File: src/rtl/l2_burst_adaptor_pkg.sv
// Shared types and sizing for the L2 line port <-> burst memory adaptor.
package l2_burst_adaptor_pkg;

  localparam int unsigned ADDR_W         = 32;
  localparam int unsigned S_OFFSET       = 5;
  localparam int unsigned LINE_W         = 256;
  localparam int unsigned BEAT_W         = 64;
  localparam int unsigned BEATS_PER_LINE = LINE_W / BEAT_W;
  localparam int unsigned BEAT_IDX_W     = $clog2(BEATS_PER_LINE);
  localparam int unsigned TAG_W          = ADDR_W - S_OFFSET;

  typedef enum logic [1:0] {IDLE, READ, DRAIN, RESP} adaptor_state_t;

  typedef logic [LINE_W-1:0]     cacheline_t;
  typedef logic [BEAT_W-1:0]     beat_t;
  typedef beat_t [BEATS_PER_LINE-1:0] line_beats_t;
  typedef logic [TAG_W-1:0]      line_tag_t;
  typedef logic [BEAT_IDX_W-1:0] beat_idx_t;

  // Single write-buffer entry
  typedef struct packed {
    logic       valid;
    line_tag_t  tag;
    cacheline_t data;
  } wb_entry_t;

  // Line tag of a byte address
  function automatic line_tag_t addr_tag(input logic [ADDR_W-1:0] addr);
    return addr[ADDR_W-1:S_OFFSET];
  endfunction

  // Line-aligned byte address of a tag
  function automatic logic [ADDR_W-1:0] tag_addr(input line_tag_t tag);
    return {tag, {S_OFFSET{1'b0}}};
  endfunction

endpackage

File: src/rtl/l2_write_buffer.sv
// Single-entry dirty line buffer: tag compare, load/overwrite, clear, beat select.
module l2_write_buffer
  import l2_burst_adaptor_pkg::*;
(
  input  logic       clk,
  input  logic       rst,
  input  logic       load,
  input  logic       clear,
  input  line_tag_t  req_tag,
  input  cacheline_t wdata,
  input  beat_idx_t  beat_sel,
  output logic       valid,
  output logic       hit,
  output line_tag_t  tag,
  output cacheline_t data,
  output beat_t      beat_data
);

  wb_entry_t   entry;
  line_beats_t beats;

  // Entry storage; a load on a valid entry simply overwrites it (coalesce)
  always_ff @(posedge clk) begin
    if (rst) begin
      entry <= '0;
    end else if (load) begin
      entry <= '{valid: 1'b1, tag: req_tag, data: wdata};
    end else if (clear) begin
      entry.valid <= 1'b0;
    end
  end

  assign valid     = entry.valid;
  assign hit       = entry.valid && (entry.tag == req_tag);
  assign tag       = entry.tag;
  assign data      = entry.data;
  assign beats     = line_beats_t'(entry.data);
  assign beat_data = beats[beat_sel];

endmodule

File: src/rtl/l2_burst_adaptor.sv
// L2 256-bit line port to 64-bit 4-beat burst memory, with a one-line write buffer.
module l2_burst_adaptor
  import l2_burst_adaptor_pkg::*;
(
  input  logic              clk,
  input  logic              rst,
  input  logic [ADDR_W-1:0] line_address,
  input  logic              line_read,
  input  logic              line_write,
  input  cacheline_t        line_wdata,
  output cacheline_t        line_rdata,
  output logic              line_resp,
  output logic [ADDR_W-1:0] burst_address,
  output logic              burst_read,
  output logic              burst_write,
  output beat_t             burst_wdata,
  input  beat_t             burst_rdata,
  input  logic              burst_resp
);

  localparam beat_idx_t LAST_BEAT = BEAT_IDX_W'(BEATS_PER_LINE - 1);

  adaptor_state_t state;
  beat_idx_t      beat_cnt;
  line_beats_t    rdata_q;

  logic       wb_valid;
  logic       wb_hit;
  line_tag_t  wb_tag;
  cacheline_t wb_data;
  beat_t      wb_beat;
  logic       wb_load_c;
  logic       wb_clear_c;
  beat_idx_t  beat_sel_c;
  logic       unused_offset_c;

  // Byte offset within a line never affects a line transfer
  assign unused_offset_c = ^line_address[S_OFFSET-1:0];

  // Write capture only when no read is pending and the entry is free or the same line
  assign wb_load_c  = (state == IDLE) && !line_read && line_write && (!wb_valid || wb_hit);
  assign wb_clear_c = (state == DRAIN) && burst_resp && (beat_cnt == LAST_BEAT);
  // Look one beat ahead so burst_wdata is registered in time for the next resp
  assign beat_sel_c = ((state == DRAIN) && burst_resp) ? beat_cnt + BEAT_IDX_W'(1) : beat_cnt;

  l2_write_buffer u_wb (
    .clk       (clk),
    .rst       (rst),
    .load      (wb_load_c),
    .clear     (wb_clear_c),
    .req_tag   (addr_tag(line_address)),
    .wdata     (line_wdata),
    .beat_sel  (beat_sel_c),
    .valid     (wb_valid),
    .hit       (wb_hit),
    .tag       (wb_tag),
    .data      (wb_data),
    .beat_data (wb_beat)
  );

  assign line_rdata = cacheline_t'(rdata_q);

  // Arbitration, burst sequencing and registered outputs
  always_ff @(posedge clk) begin
    if (rst) begin
      state         <= IDLE;
      beat_cnt      <= '0;
      rdata_q       <= '0;
      line_resp     <= 1'b0;
      burst_read    <= 1'b0;
      burst_write   <= 1'b0;
      burst_address <= '0;
      burst_wdata   <= '0;
    end else begin
      line_resp <= 1'b0;
      case (state)
        IDLE: begin
          if (line_read && wb_hit) begin
            rdata_q   <= line_beats_t'(wb_data);
            line_resp <= 1'b1;
            state     <= RESP;
          end else if (line_read) begin
            burst_read    <= 1'b1;
            burst_address <= tag_addr(addr_tag(line_address));
            state         <= READ;
          end else if (line_write && (!wb_valid || wb_hit)) begin
            line_resp <= 1'b1;
            state     <= RESP;
          end else if (wb_valid) begin
            burst_write   <= 1'b1;
            burst_address <= tag_addr(wb_tag);
            burst_wdata   <= wb_beat;
            state         <= DRAIN;
          end
        end
        READ: begin
          if (burst_resp) begin
            rdata_q[beat_cnt] <= burst_rdata;
            beat_cnt          <= beat_cnt + BEAT_IDX_W'(1);
            if (beat_cnt == LAST_BEAT) begin
              burst_read <= 1'b0;
              line_resp  <= 1'b1;
              state      <= RESP;
            end
          end
        end
        DRAIN: begin
          if (burst_resp) begin
            beat_cnt    <= beat_cnt + BEAT_IDX_W'(1);
            burst_wdata <= wb_beat;
            if (beat_cnt == LAST_BEAT) begin
              burst_write <= 1'b0;
              state       <= IDLE;
            end
          end
        end
        RESP: begin
          state <= IDLE;
        end
        default: begin
          state <= IDLE;
        end
      endcase
    end
  end

endmodule

File: config.mk
export PLATFORM = sky130hd
export DESIGN_NAME = l2_burst_adaptor
export DESIGN_NICKNAME = d
export VERILOG_FILES = /design/src/rtl/l2_burst_adaptor_pkg.sv /design/src/rtl/l2_write_buffer.sv /design/src/rtl/l2_burst_adaptor.sv
export SDC_FILE = /design/constraint.sdc
export NUM_CORES = 2
export LEC_CHECK = 0
export CAP_MARGIN = 20
export CORE_AREA = 2 2 279 281
export DETAILED_ROUTE_END_ITERATION = 8
export DIE_AREA = 0 0 281 283
export HOLD_SLACK_MARGIN = 0.12
export PLACE_DENSITY = 0.62
export SETUP_SLACK_MARGIN = 0.4
export SLEW_MARGIN = 20
export SYNTH_ARGS = -nofsm -noshare
export SYNTH_HDL_FRONTEND = slang
export SYNTH_HIERARCHICAL = 1
export SYNTH_SLANG_ARGS = --single-unit
File: constraint.sdc
create_clock -name clk -period 7.15 [get_ports clk]
set_input_delay 1.43 -clock clk [delete_from_list [all_inputs] [get_ports clk]]
set_output_delay 1.43 -clock clk [all_outputs]
set_load 0.02 [all_outputs]
==> results <==
- For met1 alone, demand over resource in global routing was 0.319.
- The gate family responsible for the most delay along the worst path is simple AND/OR/NAND/NOR gates.
- The horizontal die dimension is 281 microns.
- The static power due to leakage is 13.0 nW.
- The clock-pin slew on the worst setup and hold paths is 60 ps.
- The effective utilization at floorplan is 0.364.
- The area added between synthesis and finish is 36.3%.
- The filler cells instantiated in the layout total 7221.
- Dividing the detail-routed via count by the number of cells gives 5.07.
- The number of synthesized flops with an enable pin is 0.
- The relative slew slack is 0.318.
- The overall routing resource usage is 0.257.
- Overall power consumption after layout is estimated at 13.6 mW.
- The run finished with clean final reports.
- The final routed wirelength across all metal layers is 105 mm.
- The share of the synthesized area in compound gates (AO/OA/AOI/OAI) came to 0.128.
- The later pin in the worst-skew pair is clocked with a latency of 620 ps.
- For the final routed database, the setup TNS stands at 0 ps.
- The area enclosed by the die boundary is 79500 sq um.
- Yosys instantiated no cell more often than sky130_fd_sc_hd__dfxtp_1.
- Entering global routing, the biggest net connects 174 pins.
- After synthesis, the mean cell area works out to 9.51 sq um.
- For this design, the slowest cell found on the critical path is sky130_fd_sc_hd__a22oi_2.
- The peak per-stage delay on the critical path is 820 ps.
- Setup repair after global routing left no endpoint under its margin.
- The share of the synthesized area in the top cell type is 0.458.
- The class of the tightest hold or removal check is reg2reg.
- The clock sink count is 638.
- In this run the remaining antenna-violating nets after routing total 0.
- The most used flip-flop cell after synthesis is sky130_fd_sc_hd__dfxtp_1.
- The final route contains 23.4k vias.
- The final max-slew violation count is 0.
- The combined buffer and inverter count along the critical path is 2.
- The first routing iteration left 1359 violations.
- The first-pass GRT wire length is 153 mm.
- Of the cells placed in the final design, the portion with a size suffix greater than 1 is 0.0666.
- The routed wirelength normalized by instance count is 22.8 microns.
- In this run the cell area of the synthesized design comes to 27900 sq um.
- The area share of xor/xnor cells in the synthesized design is 0.00911.
- The portion of the post-synthesis area used by sequential elements is 0.458.
- The number of stages on the worst setup path is 10.
- Data arrives at the worst endpoint at 5310 ps.
- The startpoint identified for the worst register-to-register timing path is u_wb/tag[8]$_SDFFE_PP0P_.
- The number of H-tree levels is 3.
- Clock tree synthesis inserted a total of 74 buffers.
- Yosys printed 6 warnings.
- The via count of the first global-routing pass is 22.8k.
- The worst reg2reg path depth is 9.
- By area, the combinational part of the netlist is dominated by multiplexers.
- The die is 283 microns tall.
- For the worst setup path, the data required time is 7670 ps.
- In this run the deepest clock path goes through 3 buffers.
- CTS placed an instance of sky130_fd_sc_hd__clkbuf_16 at the clock tree root.
- After global routing, the most crowded layer is met2.
- The number of top-level pins is 712.
- The number of hold violations in the final report is 0.
- The beginning of the critical path is line_address[13].
- The number of different library cells in the post-synthesis netlist is 37.
- Power spread over the standard cell area amounts to 358 nW/um^2.
- The global routing met2 resource utilization is 0.413.
- The destination of the critical timing path is line_rdata[112]$_SDFFE_PP0P_.
- Across the run, the number of max-cap violations was 0.
- At the pin with the least slew margin, the transition time is 1020 ps.
- After synthesis, the share of flip-flops with an asynchronous set or reset is 0.
- The number of gates resized after CTS was 0.
- The kind of start point of the critical path is a primary input.
- The share of the clock period used by the worst path after layout is 0.671.
- Row generation in the floorplan step produced 102 rows.
- For flop-to-flop paths, the worst setup slack is 3300 ps.
- In this run the critical register-to-register path is captured at line_rdata[112]$_SDFFE_PP0P_.
- The number of buffers inserted by port buffering is 701.
- The highest achievable clock rate is 209 MHz.
- The count of buffers added by post-CTS timing repair for setup is 0.
- The hold path startpoint is burst_wdata[56]$_SDFFE_PP0P_.
- The share of synthesized cell area in full adder, half adder and majority cells is 0.00314.
- The maximum clock skew at final layout is 23.8 ps.
- The congestion estimate from routability-driven global placement came to 0.877.
- The TritonCTS clock tree is built.
- The mux share of post-synthesis cell area is 0.186.
- The detailed-route DRC error count is 0.
- The endpoint type of the worst setup path is a flop.
- The largest fanout of any net on the critical path is 31.
- The synthesized netlist cell count is 2933.
- For met3 alone, demand over resource in global routing was 0.0717.
- The shortest period the worst path allows is 4790 ps.
- The area of the core is 76700 sq um.
- After global routing the overflow that remains totals 0.
- The commonest cells after synthesis are sky130_fd_sc_hd__dfxtp_1 (638), sky130_fd_sc_hd__nor2_1 (573), sky130_fd_sc_hd__mux2i_1 (374).
- The wire-length estimate of the detail-placed layout is 71.0 mm.
- After synthesis the netlist holds a flip-flop and latch count of 638.
- The total of hold buffers inserted after clock tree synthesis is 0.
- The number of nets in the layout is 3852.
- The first-pass iteration count of the detailed router is 5.
- The simple-gate share of the synthesized area is 0.170.
- The post-synthesis cell type with the largest combined area is sky130_fd_sc_hd__dfxtp_1.
- Across the VDD grid, the largest voltage drop is 0.000264 V.
- Setup violations remaining at the end of the flow were counted as 0.
- The type of the setup path with the least slack is in2reg.
- The signal on the critical path passes through clkdlybuf4s50_1 -> xnor2_1 -> nand4_1 -> or4_1 -> nor4_2 -> nand3_2 -> a22oi_2 -> buf_4 -> nor2_1 -> a211oi_1.
- The initial antenna violation count is 28.
- Yosys attributes the largest share of cell area to sky130_fd_sc_hd__dfxtp_1 (46%), sky130_fd_sc_hd__mux2i_1 (13%), sky130_fd_sc_hd__nor2_1 (7.7%), sky130_fd_sc_hd__a211oi_1 (7.6%), sky130_fd_sc_hd__nor2b_1 (5.8%).
==> stage by stage <==
stage	std cells	instance area, sq um	worst slack [ps]	hold slack, ps	utilization
2_1_floorplan	2937	27900	3420	470	-
6_report	4607	38000	2360	471	0.496
3_3_place_gp	4452	35500	1880	458	0.462
5_1_grt	4603	38000	2180	489	0.495
4_1_cts	4584	38000	2430	475	0.495
3_5_place_dp	4452	35500	1830	462	0.462
==> placed cells by master (no fill, tap or decap), types with 6 or more instances in the layout <==
| cell type | instances |
|---|---|
| sky130_fd_sc_hd__a211oi_1 | 283 |
| sky130_fd_sc_hd__xnor2_1 | 28 |
| sky130_fd_sc_hd__nor2b_1 | 258 |
| sky130_fd_sc_hd__clkbuf_1 | 14 |
| sky130_fd_sc_hd__inv_1 | 8 |
| sky130_fd_sc_hd__nand2_1 | 8 |
| sky130_fd_sc_hd__nor2_1 | 572 |
| sky130_fd_sc_hd__buf_12 | 13 |
| sky130_fd_sc_hd__clkbuf_16 | 76 |
| sky130_fd_sc_hd__clkinv_2 | 11 |
| sky130_fd_sc_hd__ha_1 | 6 |
| sky130_fd_sc_hd__diode_2 | 23 |
| sky130_fd_sc_hd__clkbuf_8 | 19 |
| sky130_fd_sc_hd__mux2i_1 | 374 |
| sky130_fd_sc_hd__mux4_2 | 64 |
| sky130_fd_sc_hd__clkdlybuf4s50_1 | 699 |
| sky130_fd_sc_hd__nand2b_1 | 131 |
| sky130_fd_sc_hd__dfxtp_1 | 638 |
| sky130_fd_sc_hd__a21oi_1 | 260 |
| sky130_fd_sc_hd__nand4_1 | 8 |
| sky130_fd_sc_hd__buf_4 | 22 |
==> registers in the layout, indices dropped and copies added, names as in the netlist <==
register	flops
u_wb/tag	27
u_wb/data	256
u_wb/valid	1
line_rdata	256
burst_write	1
burst_wdata	64
burst_read	1
burst_address	27
beat_cnt	2
line_resp	1
state	2
==> report_power, final <==
part	total (mW)	internal [mW]	switching, mW
logic	5.09	2.16	2.92
registers	4.65	4.24	0.414
clock network	3.88	2.30	1.58
total	13.6	8.70	4.92
==> layer usage <==
| layer | part of all wire | vias up | wire length (microns) |
|---|---|---|---|
| li1 | - | 11311 | - |
| met5 | 0.00064 | - | 67 |
| met3 | 0.075 | 171 | 7940 |
| met4 | 0.037 | 10 | 3940 |
| met2 | 0.47 | 727 | 49300 |
| met1 | 0.42 | 11154 | 44000 |
==> final cells by class <==
cell class,instances,area (sq um),area share
diodes,23,57.6,0.00151
clock buffers,109,2220,0.0583
clock inverters,23,263,0.00691
inverters,8,30.0,0.000790
multi-input cells,2030,13900,0.366
flip-flops and latches,638,12800,0.336
well taps,1040,1300,0.0342
repair buffers,736,7440,0.196
==> worst reg2reg max path, stage by stage (launching register included) <==
cell,delay [ps]
sky130_fd_sc_hd__dfxtp_1,330
sky130_fd_sc_hd__xnor2_1,320
sky130_fd_sc_hd__nand4_1,190
sky130_fd_sc_hd__or4_1,460
sky130_fd_sc_hd__nor4_2,570
sky130_fd_sc_hd__nand3_2,270
sky130_fd_sc_hd__a22oi_2,820
sky130_fd_sc_hd__buf_4,470
sky130_fd_sc_hd__nor2_1,100
sky130_fd_sc_hd__a211oi_1,220
==> logic make-up after synthesis <==
group	Yosys count
buf+inv	269
compound gates	560
simple gates	990
fa+ha+maj	7
other cells	1
flops	638
mux	439
xor+xnor	29
==> worst min path at each step <==
stage                                               to  cells after the start
after floorplan            u_wb/data[128]$_SDFFE_PP0P_                      2
after global placement    burst_wdata[53]$_SDFFE_PP0P_                      2
after detailed placement  burst_wdata[52]$_SDFFE_PP0P_                      2
after CTS                 burst_wdata[56]$_SDFFE_PP0P_                      2
after global routing      burst_wdata[14]$_SDFFE_PP0P_                      2
final                     burst_wdata[56]$_SDFFE_PP0P_                      2
Power figures use the tool's default switching activity.
